<file path="config.mk">
export PLATFORM = sky130hd
export DESIGN_NAME = conv_sched_fsm
export DESIGN_NICKNAME = d
export VERILOG_FILES = /design/src/rtl/conv_sched_fsm.sv
export SDC_FILE = /design/constraint.sdc
export NUM_CORES = 1
export LEC_CHECK = 0
export BUFFER_PORTS_ARGS = -buffer_cell sky130_fd_sc_hd__buf_2
export CAP_MARGIN = 15
export CORE_MARGIN = 1
export CORE_UTILIZATION = 45
export DETAILED_ROUTE_END_ITERATION = 8
export GPL_ROUTABILITY_DRIVEN = 0
export GPL_TIMING_DRIVEN = 0
export PLACE_DENSITY = 0.72
export SKIP_LAST_GASP = 1
export SYNTH_ARGS = -nofsm -noshare
export SYNTH_HDL_FRONTEND = slang
export SYNTH_SLANG_ARGS = --single-unit
export TNS_END_PERCENT = 50
</file>
<file path="constraint.sdc">
create_clock -name clk -period 2.7 [get_ports clk]
set_input_delay 0.135 -clock clk [delete_from_list [all_inputs] [get_ports clk]]
set_output_delay 0.135 -clock clk [all_outputs]
set_load 0.01 [all_outputs]
</file>
<file path="src/rtl/conv_sched_fsm.sv">
// Sequencer for the weight-stationary conv datapath: operand beats,
// MAC fire, partial-sum read/write-back and run drain/completion.
module conv_sched_fsm #(
  parameter int FEATURE_MAP_WIDTH  = 64,
  parameter int FEATURE_MAP_HEIGHT = 64,
  parameter int INPUT_NB_CHANNELS  = 32,
  parameter int OUTPUT_NB_CHANNELS = 32,
  parameter int OPERAND_BEATS      = 2,
  parameter int PIPE_LATENCY       = 5,
  localparam int XW = (FEATURE_MAP_WIDTH > 1) ?
                      $clog2(FEATURE_MAP_WIDTH) : 1,
  localparam int YW = (FEATURE_MAP_HEIGHT > 1) ?
                      $clog2(FEATURE_MAP_HEIGHT) : 1,
  localparam int CW = (OUTPUT_NB_CHANNELS > 1) ?
                      $clog2(OUTPUT_NB_CHANNELS) : 1,
  localparam int ADDR_WIDTH = XW + YW + CW
) (
  input  logic                     clk,
  input  logic                     rst_in,
  input  logic                     start,
  input  logic                     abort,
  input  logic [31:0]              cfg_width,
  input  logic [31:0]              cfg_height,
  input  logic [31:0]              cfg_in_ch,
  input  logic [31:0]              cfg_out_ch,
  input  logic                     valid,
  output logic                     ready,
  output logic [OPERAND_BEATS-1:0] write_b,
  output logic [OPERAND_BEATS-1:0] write_a,
  output logic                     mac_valid,
  output logic                     mac_accumulate_with_0,
  output logic                     mem_re,
  output logic [ADDR_WIDTH-1:0]    mem_read_addr,
  output logic                     mem_we,
  output logic [ADDR_WIDTH-1:0]    mem_write_addr,
  output logic                     output_valid,
  output logic [31:0]              output_x,
  output logic [31:0]              output_y,
  output logic [31:0]              output_ch,
  output logic                     running,
  output logic                     done
);

  localparam int IW = (INPUT_NB_CHANNELS > 1) ?
                      $clog2(INPUT_NB_CHANNELS) : 1;
  localparam int BW = (OPERAND_BEATS > 1) ?
                      $clog2(OPERAND_BEATS) : 1;
  localparam int DW = (PIPE_LATENCY > 1) ?
                      $clog2(PIPE_LATENCY) : 1;

  typedef enum logic [2:0] {
    S_IDLE,
    S_LOAD_W,
    S_MAC,
    S_DRAIN,
    S_DONE
  } state_t;

  typedef struct packed {
    logic          v;
    logic          lc;
    logic [XW-1:0] x;
    logic [YW-1:0] y;
    logic [CW-1:0] co;
  } wb_t;

  state_t        state;
  logic [BW-1:0] beat;
  logic [XW-1:0] x, lim_x;
  logic [YW-1:0] y, lim_y;
  logic [CW-1:0] co, lim_co;
  logic [IW-1:0] ci, lim_ci;
  logic [DW-1:0] drain_cnt;
  wb_t           pipe [PIPE_LATENCY];
  wb_t           entry;
  wb_t           tail;

  logic hs, last_beat, pt_done;
  logic x_last, y_last, co_last, ci_last;

  function automatic logic [31:0] clamp(
    input logic [31:0] v,
    input int unsigned mx
  );
    return (v == 32'd0 || v > mx) ? mx : v;
  endfunction

  assign ready     = (state == S_LOAD_W) || (state == S_MAC);
  assign running   = (state != S_IDLE);
  assign done      = (state == S_DONE) && !abort;
  assign hs        = valid && ready && !abort;
  assign last_beat = (beat == BW'(OPERAND_BEATS - 1));
  assign x_last    = (x == lim_x);
  assign y_last    = (y == lim_y);
  assign co_last   = (co == lim_co);
  assign ci_last   = (ci == lim_ci);

  assign write_b = (state == S_LOAD_W && hs) ?
                   (OPERAND_BEATS'(1) << beat) : '0;
  assign write_a = (state == S_MAC && hs) ?
                   (OPERAND_BEATS'(1) << beat) : '0;
  assign mac_valid = (state == S_MAC) && hs;
  assign pt_done   = mac_valid && last_beat;

  assign mac_accumulate_with_0 =
    mac_valid && (ci == '0) && (beat == '0);
  assign mem_re = mac_valid && (beat == '0) && (ci != '0);
  assign mem_read_addr = {x, y, co};

  always_comb begin
    entry    = '0;
    entry.v  = pt_done;
    entry.lc = ci_last;
    entry.x  = x;
    entry.y  = y;
    entry.co = co;
  end

  // Write-back is taken straight from the last pipeline register.
  assign tail         = pipe[PIPE_LATENCY-1];
  assign mem_we       = tail.v && !tail.lc;
  assign output_valid = tail.v && tail.lc;
  assign mem_write_addr =
    mem_we ? {tail.x, tail.y, tail.co} : '0;
  assign output_x  = output_valid ? 32'(tail.x)  : '0;
  assign output_y  = output_valid ? 32'(tail.y)  : '0;
  assign output_ch = output_valid ? 32'(tail.co) : '0;

  always_ff @(posedge clk) begin
    if (rst_in) begin
      state     <= S_IDLE;
      beat      <= '0;
      x         <= '0;
      y         <= '0;
      co        <= '0;
      ci        <= '0;
      lim_x     <= '0;
      lim_y     <= '0;
      lim_co    <= '0;
      lim_ci    <= '0;
      drain_cnt <= '0;
      for (int i = 0; i < PIPE_LATENCY; i++)
        pipe[i] <= '0;
    end else if (abort && state != S_IDLE) begin
      state     <= S_IDLE;
      beat      <= '0;
      x         <= '0;
      y         <= '0;
      co        <= '0;
      ci        <= '0;
      drain_cnt <= '0;
      for (int i = 0; i < PIPE_LATENCY; i++)
        pipe[i] <= '0;
    end else begin
      pipe[0] <= entry;
      for (int i = 1; i < PIPE_LATENCY; i++)
        pipe[i] <= pipe[i-1];
      unique case (state)
        S_IDLE: begin
          if (start) begin
            state  <= S_LOAD_W;
            beat   <= '0;
            x      <= '0;
            y      <= '0;
            co     <= '0;
            ci     <= '0;
            lim_x  <= XW'(clamp(cfg_width,
                       FEATURE_MAP_WIDTH) - 32'd1);
            lim_y  <= YW'(clamp(cfg_height,
                       FEATURE_MAP_HEIGHT) - 32'd1);
            lim_ci <= IW'(clamp(cfg_in_ch,
                       INPUT_NB_CHANNELS) - 32'd1);
            lim_co <= CW'(clamp(cfg_out_ch,
                       OUTPUT_NB_CHANNELS) - 32'd1);
          end
        end
        S_LOAD_W: begin
          if (hs) begin
            if (last_beat) begin
              beat  <= '0;
              state <= S_MAC;
            end else begin
              beat <= beat + 1'b1;
            end
          end
        end
        S_MAC: begin
          if (hs) begin
            if (!last_beat) begin
              beat <= beat + 1'b1;
            end else begin
              beat <= '0;
              if (!y_last) begin
                y <= y + 1'b1;
              end else begin
                y <= '0;
                if (!x_last) begin
                  x <= x + 1'b1;
                end else begin
                  x <= '0;
                  if (!co_last) begin
                    co <= co + 1'b1;
                  end else begin
                    co <= '0;
                    ci <= ci_last ? '0 : ci + 1'b1;
                  end
                end
              end
              if (x_last && y_last && co_last && ci_last) begin
                state     <= S_DRAIN;
                drain_cnt <= DW'(PIPE_LATENCY - 1);
              end else if (x_last && y_last) begin
                state <= S_LOAD_W;
              end
            end
          end
        end
        S_DRAIN: begin
          if (drain_cnt == '0) state <= S_DONE;
          else drain_cnt <= drain_cnt - 1'b1;
        end
        S_DONE: state <= S_IDLE;
        default: state <= S_IDLE;
      endcase
    end
  end

endmodule

</file>
==> out/qor.txt, run 1 <==
Status: finished clean
RSZ-0062 raised after global routing: no
Synth Area in Simple Gates: 0.243
Residual DRC count: 0
Max-slew violations: 0
Met3 wire len: 715 um
Number of buffers created by CTS: 17
Switching Share: 0.293
Post-DP HPWL: 12.4 mm
Main combinational cell family by area after synthesis: simple AND/OR/NAND/NOR gates
CP Capture Type: primary output
Placed cell count: 1333
Logic pwr share: 0.240
Post-Route Utilization: 0.613
Overflow after GRT: 0
Synth Area in Compound Gates: 0.0839
N_diodes: 0
Boundary Pins: 275
# H-tree levels: 4
Met2 WL: 8.49 mm
CP Data Required Time: 2570 ps
Fin. Hold Viols: 0
Cell count after synthesis: 746
Tot GR Track Use: 0.183
Worst-Margin Slew: 874 ps
P_sw: 0.00195 W
Post-synth EDFFs: 95
Final setup viols: 0
Sequential cell area fraction in the yosys report: 0.505
Critical path type: reg -> out
Fin cells: 1369
Detail-routed via count per cell: 4.55
Total Power: 0.00665 W
WP data arrival: 2500 ps
Cell Area, Synth: 7680 sq um
Skew final: 8.65 ps
Final ANT Viol Nets: 0
Seq pwr share: 0.415
Port Buffer Count: 195
First-pass GRT wire length: 25.3 mm
Max VDD drop: 508 uV
Area growth, synth to finish: 33.0%
CTS tree: done
Worst reg2reg path endpoint: lim_x[2]$_SDFFE_PP0P_
Mux cell area share after synthesis: 0.00522
Slew headroom: 0.412
Hold Startpoint: cfg_in_ch[4]
Fmax: 0.380 GHz
Total negative slack: 0 ps
Period utilization: 0.975
Internal Pwr Total: 0.00470 W
Synth cell types: 56
Chip width: 133 um
Initial antenna violation count: 0
P_leak: 4.77 nW
Startpoint types: flop
Hold slack: 29.1 ps
CTS Buffer Depth: 2
Largest net degree at the start of global routing: 17
Power density over cell area: 651 nW/um^2
Critical Path Fanout Max: 10
Post-Synth Adder-Cell Area: 0.0179
Top FF cell, synth: edfxtp_1
Hold Crit Class: in -> reg
Cells on worst reg2reg path: 7
Hold-critical path endpoint: lim_ci[4]$_SDFFE_PP0P_
RR Startpoint: state[1]$_SDFFE_PN0P_
XOR/XNOR Fraction of Synth Area: 0.0411
Chip height: 133 um
Cells on Worst Hold Path: 3
DR pass1 iterations: 4
Flops & latches, synth: 146
Share of cells above drive strength 1: 0.272
Avg WL per Cell: 11.4 um
Core area: 16600 sq um
Async set-reset flop share out of synthesis: 0
Clk sinks: 146
Worst R2R Setup Slack: 230 ps
Max Used Layer: met4
Initial cell density of the core: 0.461
1st-iter DRT viols: 213
Most common cell after layout, fill and taps aside: buf_2
Max_cap viols: 0
Syn avg cell area: 10.3 sq um
Row count: 47
Vias: 6224
Worst-path clk slew: 50 ps
Final #Nets: 1280
Post-CTS Setup Inserts: 0
Commonest cells after routing, fill and taps aside: buf_2, conb_1, and2_1, edfxtp_1, buf_4
Vias in the first global route: 5533
Period minus WS final: 2630 ps
Clock Power Share: 0.345
Met1 wire length: 6.05 mm
Synth warn: 0
Clk_lat worst skew: 420 ps
Clk root buf: clkbuf_16
Detailed Route WL: 15.6 mm
Die footprint: 17600 sq um
-- state kept, by name, indices dropped and copies added (netlist names) --
signal / cells
beat: 1
ci: 5
co: 5
drain_cnt: 3
lim_ci: 5
lim_co: 5
lim_x: 6
lim_y: 6
pipe: 95
state: 3
x: 6
y: 6
-- Yosys cell counts, drive strengths merged, types with 3 or more instances --
cell	count	share of area
a32o	3	0.0039
and3	22	0.018
nor3b	3	0.0029
mux2i	4	0.0052
dfxtp	51	0.13
or3	16	0.014
xor2	21	0.024
o22ai	5	0.0041
or4	4	0.0039
a311oi	6	0.0068
inv	18	0.0088
and2	106	0.086
buf	85	0.081
nor4	35	0.030
nor4b	3	0.0034
a31oi	10	0.0081
clkbuf	27	0.013
nand3	17	0.011
o2111ai	5	0.0057
nor2	33	0.016
and4	5	0.0057
nand2	36	0.018
xnor2	15	0.017
ha	11	0.018
o21ai	17	0.011
a21oi	15	0.0098
a21o	5	0.0049
nand2b	8	0.0065
nand4	8	0.0065
o31a	3	0.0034
nor3	20	0.013
edfxtp	95	0.37
a211oi	10	0.0098
-- how the worst max path moves through the flow --
stage	cells after the start	to	start	slack [ps]
after floorplan	8	lim_y[4]$_SDFFE_PP0P_	cfg_height[0]	630
after global placement	5	ci[3]$_SDFFE_PN0P_	x[0]$_SDFFE_PN0P_	170
after detailed placement	5	ci[3]$_SDFFE_PN0P_	x[0]$_SDFFE_PN0P_	160
after CTS	5	mac_accumulate_with_0	state[0]$_SDFFE_PN0P_	110
after global routing	7	lim_x[2]$_SDFFE_PP0P_	state[1]$_SDFFE_PN0P_	20
final	5	mac_accumulate_with_0	state[0]$_SDFFE_PN0P_	70
-- cell families after synthesis --
kind of cell / after synthesis
other: 2
and+or+nand+nor: 323
adders and majority gates: 11
buffers and inverters: 130
AOI/OAI and AO/OA: 94
xor gates and xnor gates: 36
muxes: 4
DFF: 146
-- what timing repair did --
action                     4_1_cts  5_1_grt
setup endpoints to repair        0        5
hold buffers                     4        0
gates resized for setup          0        2
hold endpoints to repair         4        0
-- power groups by stage --
stage               logic, W  registers (W)  clock network, W
CTS                  0.00158        0.00276           0.00232
finish               0.00159        0.00276           0.00229
global placement     0.00155        0.00280                 0
floorplan            0.00111        0.00277                 0
global route         0.00178        0.00279           0.00242
detailed placement   0.00157        0.00281                 0
-- final cells by class --
type	count	area, sq um
Fill cell	1433	6430
Sequential cell	146	3870
Multi-Input combinational cell	642	3670
Timing Repair Buffer	199	1020
Buffer	112	726
Clock buffer	22	475
Tap cell	220	275
Clock inverter	10	108
Inverter	18	67.6
-- routing by layer --
| metal | vias up | track usage |
|---|---|---|
| li1 | 3218 | - |
| met1 | 2762 | 0.185 |
| met2 | 217 | 0.361 |
| met3 | 27 | 0.0352 |
| met4 | 0 | 0.0798 |
| met5 | - | 0 |
-- critical path, stage by stage (launching register included) --
cell      delay [ps]
dfxtp_1          320
clkbuf_1         200
or3_1            490
nor3_1           380
nor4b_1          460
buf_2            220
-- stage by stage --
step | worst slack, ps | instance area [sq um]
after global routing | 15.9 | 10200
after global placement | 167 | 9570
after CTS | 110 | 10200
after detailed placement | 164 | 9570
final | 67.4 | 10200
after floorplan | 632 | 8320
(Power assumes the default switching activity.)
==> run 2, diff against run 1 <==
--- a/config.mk
+++ b/config.mk
@@ -13,6 +13,7 @@
 export GPL_ROUTABILITY_DRIVEN = 0
 export GPL_TIMING_DRIVEN = 0
 export PLACE_DENSITY = 0.72
+export RECOVER_POWER = 25
 export SKIP_LAST_GASP = 1
 export SYNTH_ARGS = -nofsm -noshare
 export SYNTH_HDL_FRONTEND = slang
==> constraint.sdc (replaced) <==
create_clock -name clk -period 3.1 [get_ports clk]
set_input_delay 0.155 -clock clk [delete_from_list [all_inputs] [get_ports clk]]
set_output_delay 0.155 -clock clk [all_outputs]
set_load 0.01 [all_outputs]
==> run 2 against run 1 <==
  * Global-route usage stayed put
  * Core utilization down 0.44 points
  * Worst setup slack gained 370 ps
  * Non-clock buffer count did not move
  * Routed wire length up 0.28%
  * Sequential share of layout area grew 0.28 points
  * Cell area fell by 0.72%
  * Clock power is 13% lower
  * Critical path depth did not move
  * Highest routed layer unchanged
  * Worst hold slack improved by 20 ps
  * Sequential power shrank 13%
  * Final cell count stayed put
==> out/qor.txt, run 2 (same netlist as run 1, synthesis figures left out) <==
Largest register FFs: 95 (unchanged)
Core area: 16600 sq um (unchanged)
Die footprint: 17600 sq um (unchanged)
Biggest register: pipe
Row count: 47 (unchanged)
Multi-input gate area: 3650 sq um (-0.31%)
Critical Path Fanout Max: 10 (unchanged)
Slowest-stage cell, CP: or3_1
Crit-path cells: clkbuf_1 -> or3_1 -> nor3_1 -> nor4b_1 -> buf_2
WP data arrival: 2500 ps (about the same)
Initial cell density of the core: 0.461 (unchanged)
Overflow after GRT: 0 (unchanged)
Critical path type: reg -> out
Avg WL per Cell: 11.4 um (+0.28%)
Largest net degree at the start of global routing: 17 (unchanged)
Chip width: 133 um (unchanged)
Clock Power Share: 0.345 (about the same)
Share of cells above drive strength 1: 0.227 (-0.0453)
First-pass GRT wire length: 25.3 mm (unchanged)
CTS tree: done
N_diodes: 0 (unchanged)
P_leak: 4.56 nW (-4.5%)
Clk sinks: 146 (unchanged)
CTS resizes: 0 (unchanged)
Number of buffers created by CTS: 17 (unchanged)
Switching Share: 0.293 (about the same)
Post-Route Utilization: 0.609 (-0.00443)
Crit. Startpoint: state[0]$_SDFFE_PN0P_
Post-CTS Setup Inserts: 0 (unchanged)
RSZ-0062 raised after global routing: no
Vias in the first global route: 5533 (unchanged)
Final #Nets: 1280 (unchanged)
Boundary Pins: 275 (unchanged)
1st-iter DRT viols: 240 (+13%)
Period minus WS final: 2660 ps
CP Capture Type: primary output
Power density over cell area: 569 nW/um^2 (-13%)
Vias: 6207 (-0.27%)
Total negative slack: 0 ps (unchanged)
Internal Pwr Total: 0.00408 W (-13%)
Status: finished clean
Detailed Route WL: 15.6 mm (+0.28%)
Worst-Margin Slew: 898 ps (+23.4 ps)
Final ANT Viol Nets: 0 (unchanged)
Chip height: 133 um (unchanged)
Max incr delay on CP: 490 ps (about the same)
Startpoint types: flop
CP Data Required Time: 2940 ps (+370 ps)
DR pass1 iterations: 4 (unchanged)
Tot GR Track Use: 0.183 (unchanged)
Fin. Hold Viols: 0 (unchanged)
RR Startpoint: x[0]$_SDFFE_PN0P_
Logic pwr share: 0.238 (-0.002)
Clk root buf: clkbuf_16
Period utilization: 0.858
Max_cap viols: 0 (unchanged)
Max-slew violations: 0 (unchanged)
Fmax: 0.376 GHz
Port Buffer Count: 195 (unchanged)
Commonest cells after routing, fill and taps aside: conb_1, buf_2, and2_1, edfxtp_1, buf_4
Seq pwr share: 0.416 (about the same)
Post-DP HPWL: 12.4 mm (unchanged)
Max VDD drop: 440 uV (-13%)
Worst-path clk slew: 50 ps (about the same)
Hold Crit Class: in -> reg
# H-tree levels: 4 (unchanged)
Clk_lat worst skew: 420 ps (about the same)
Residual DRC count: 0 (unchanged)
CTS Buffer Depth: 2 (unchanged)
Slew headroom: 0.396 (-0.0158)
Most common cell after layout, fill and taps aside: conb_1
Hold Startpoint: cfg_in_ch[4]
Area growth, synth to finish: 32.0%
Fillers: 1458 (+1.7%)
P_sw: 0.00169 W (-13%)
Detail-routed via count per cell: 4.53 (-0.27%)
FF+latch area: 3870 sq um (unchanged)
Final setup viols: 0 (unchanged)
Initial antenna violation count: 0 (unchanged)
Skew final: 8.42 ps (-0.233 ps)
==> run 2: routing by layer <==
metal	up-vias	global-route usage	wire length, um
met5	-	0	0
met4	0	0.0798	334
met3	23	0.0352	737
met2	216	0.361	8460
met1	2747	0.185	6110
li1	3221	-	-
==> run 2: final timing paths <==
path	end	slack, ps	cells after the start
setup / recovery	mac_accumulate_with_0	440	5
hold reg to reg	drain_cnt[1]$_SDFFE_PN0P_	460	2
setup reg to reg	ci[2]$_SDFFE_PN0P_	510	5
hold / removal	lim_ci[4]$_SDFFE_PP0P_	50	3
==> run 2: worst max-delay path: cells and delay by family (launching register included) <==
kind	cells	cell delay [ps]
buffers and inverters	2	420
DFF	1	320
and+or+nand+nor	3	1350
==> run 2: repair_timing <==
item / CTS / global route
endpoints found under the setup margin: 0 / 0
hold buffers: 4 / 0
endpoints found under the hold margin: 4 / 0
==> run 2: power groups by stage <==
stage / sequential (W) / clock, W / combinational, W
2_1_floorplan: 0.00241 / 0 / 0.000966
3_3_place_gp: 0.00244 / 0 / 0.00135
3_5_place_dp: 0.00244 / 0 / 0.00137
4_1_cts: 0.00240 / 0.00202 / 0.00138
5_1_grt: 0.00243 / 0.00211 / 0.00154
6_report: 0.00240 / 0.00199 / 0.00137
==> run 2: layout make-up <==
class	count	area share
Buffer	112	0.0714
Inverter	18	0.00667
Tap cell	220	0.0272
Multi-Input combinational cell	642	0.361
Clock buffer	22	0.0469
Clock inverter	10	0.0106
Timing Repair Buffer	199	0.0943
Sequential cell	146	0.382
==> run 2: through the flow <==
step	cells	instance area, sq um	power [W]	hold slack, ps	worst slack [ps]
2_1_floorplan	918	8320	0.00338	256	1010
3_3_place_gp	1333	9570	0.00379	380	567
3_5_place_dp	1333	9570	0.00381	383	564
4_1_cts	1369	10200	0.00580	37.0	490
5_1_grt	1369	10100	0.00607	83.5	261
6_report	1369	10100	0.00577	49.2	440
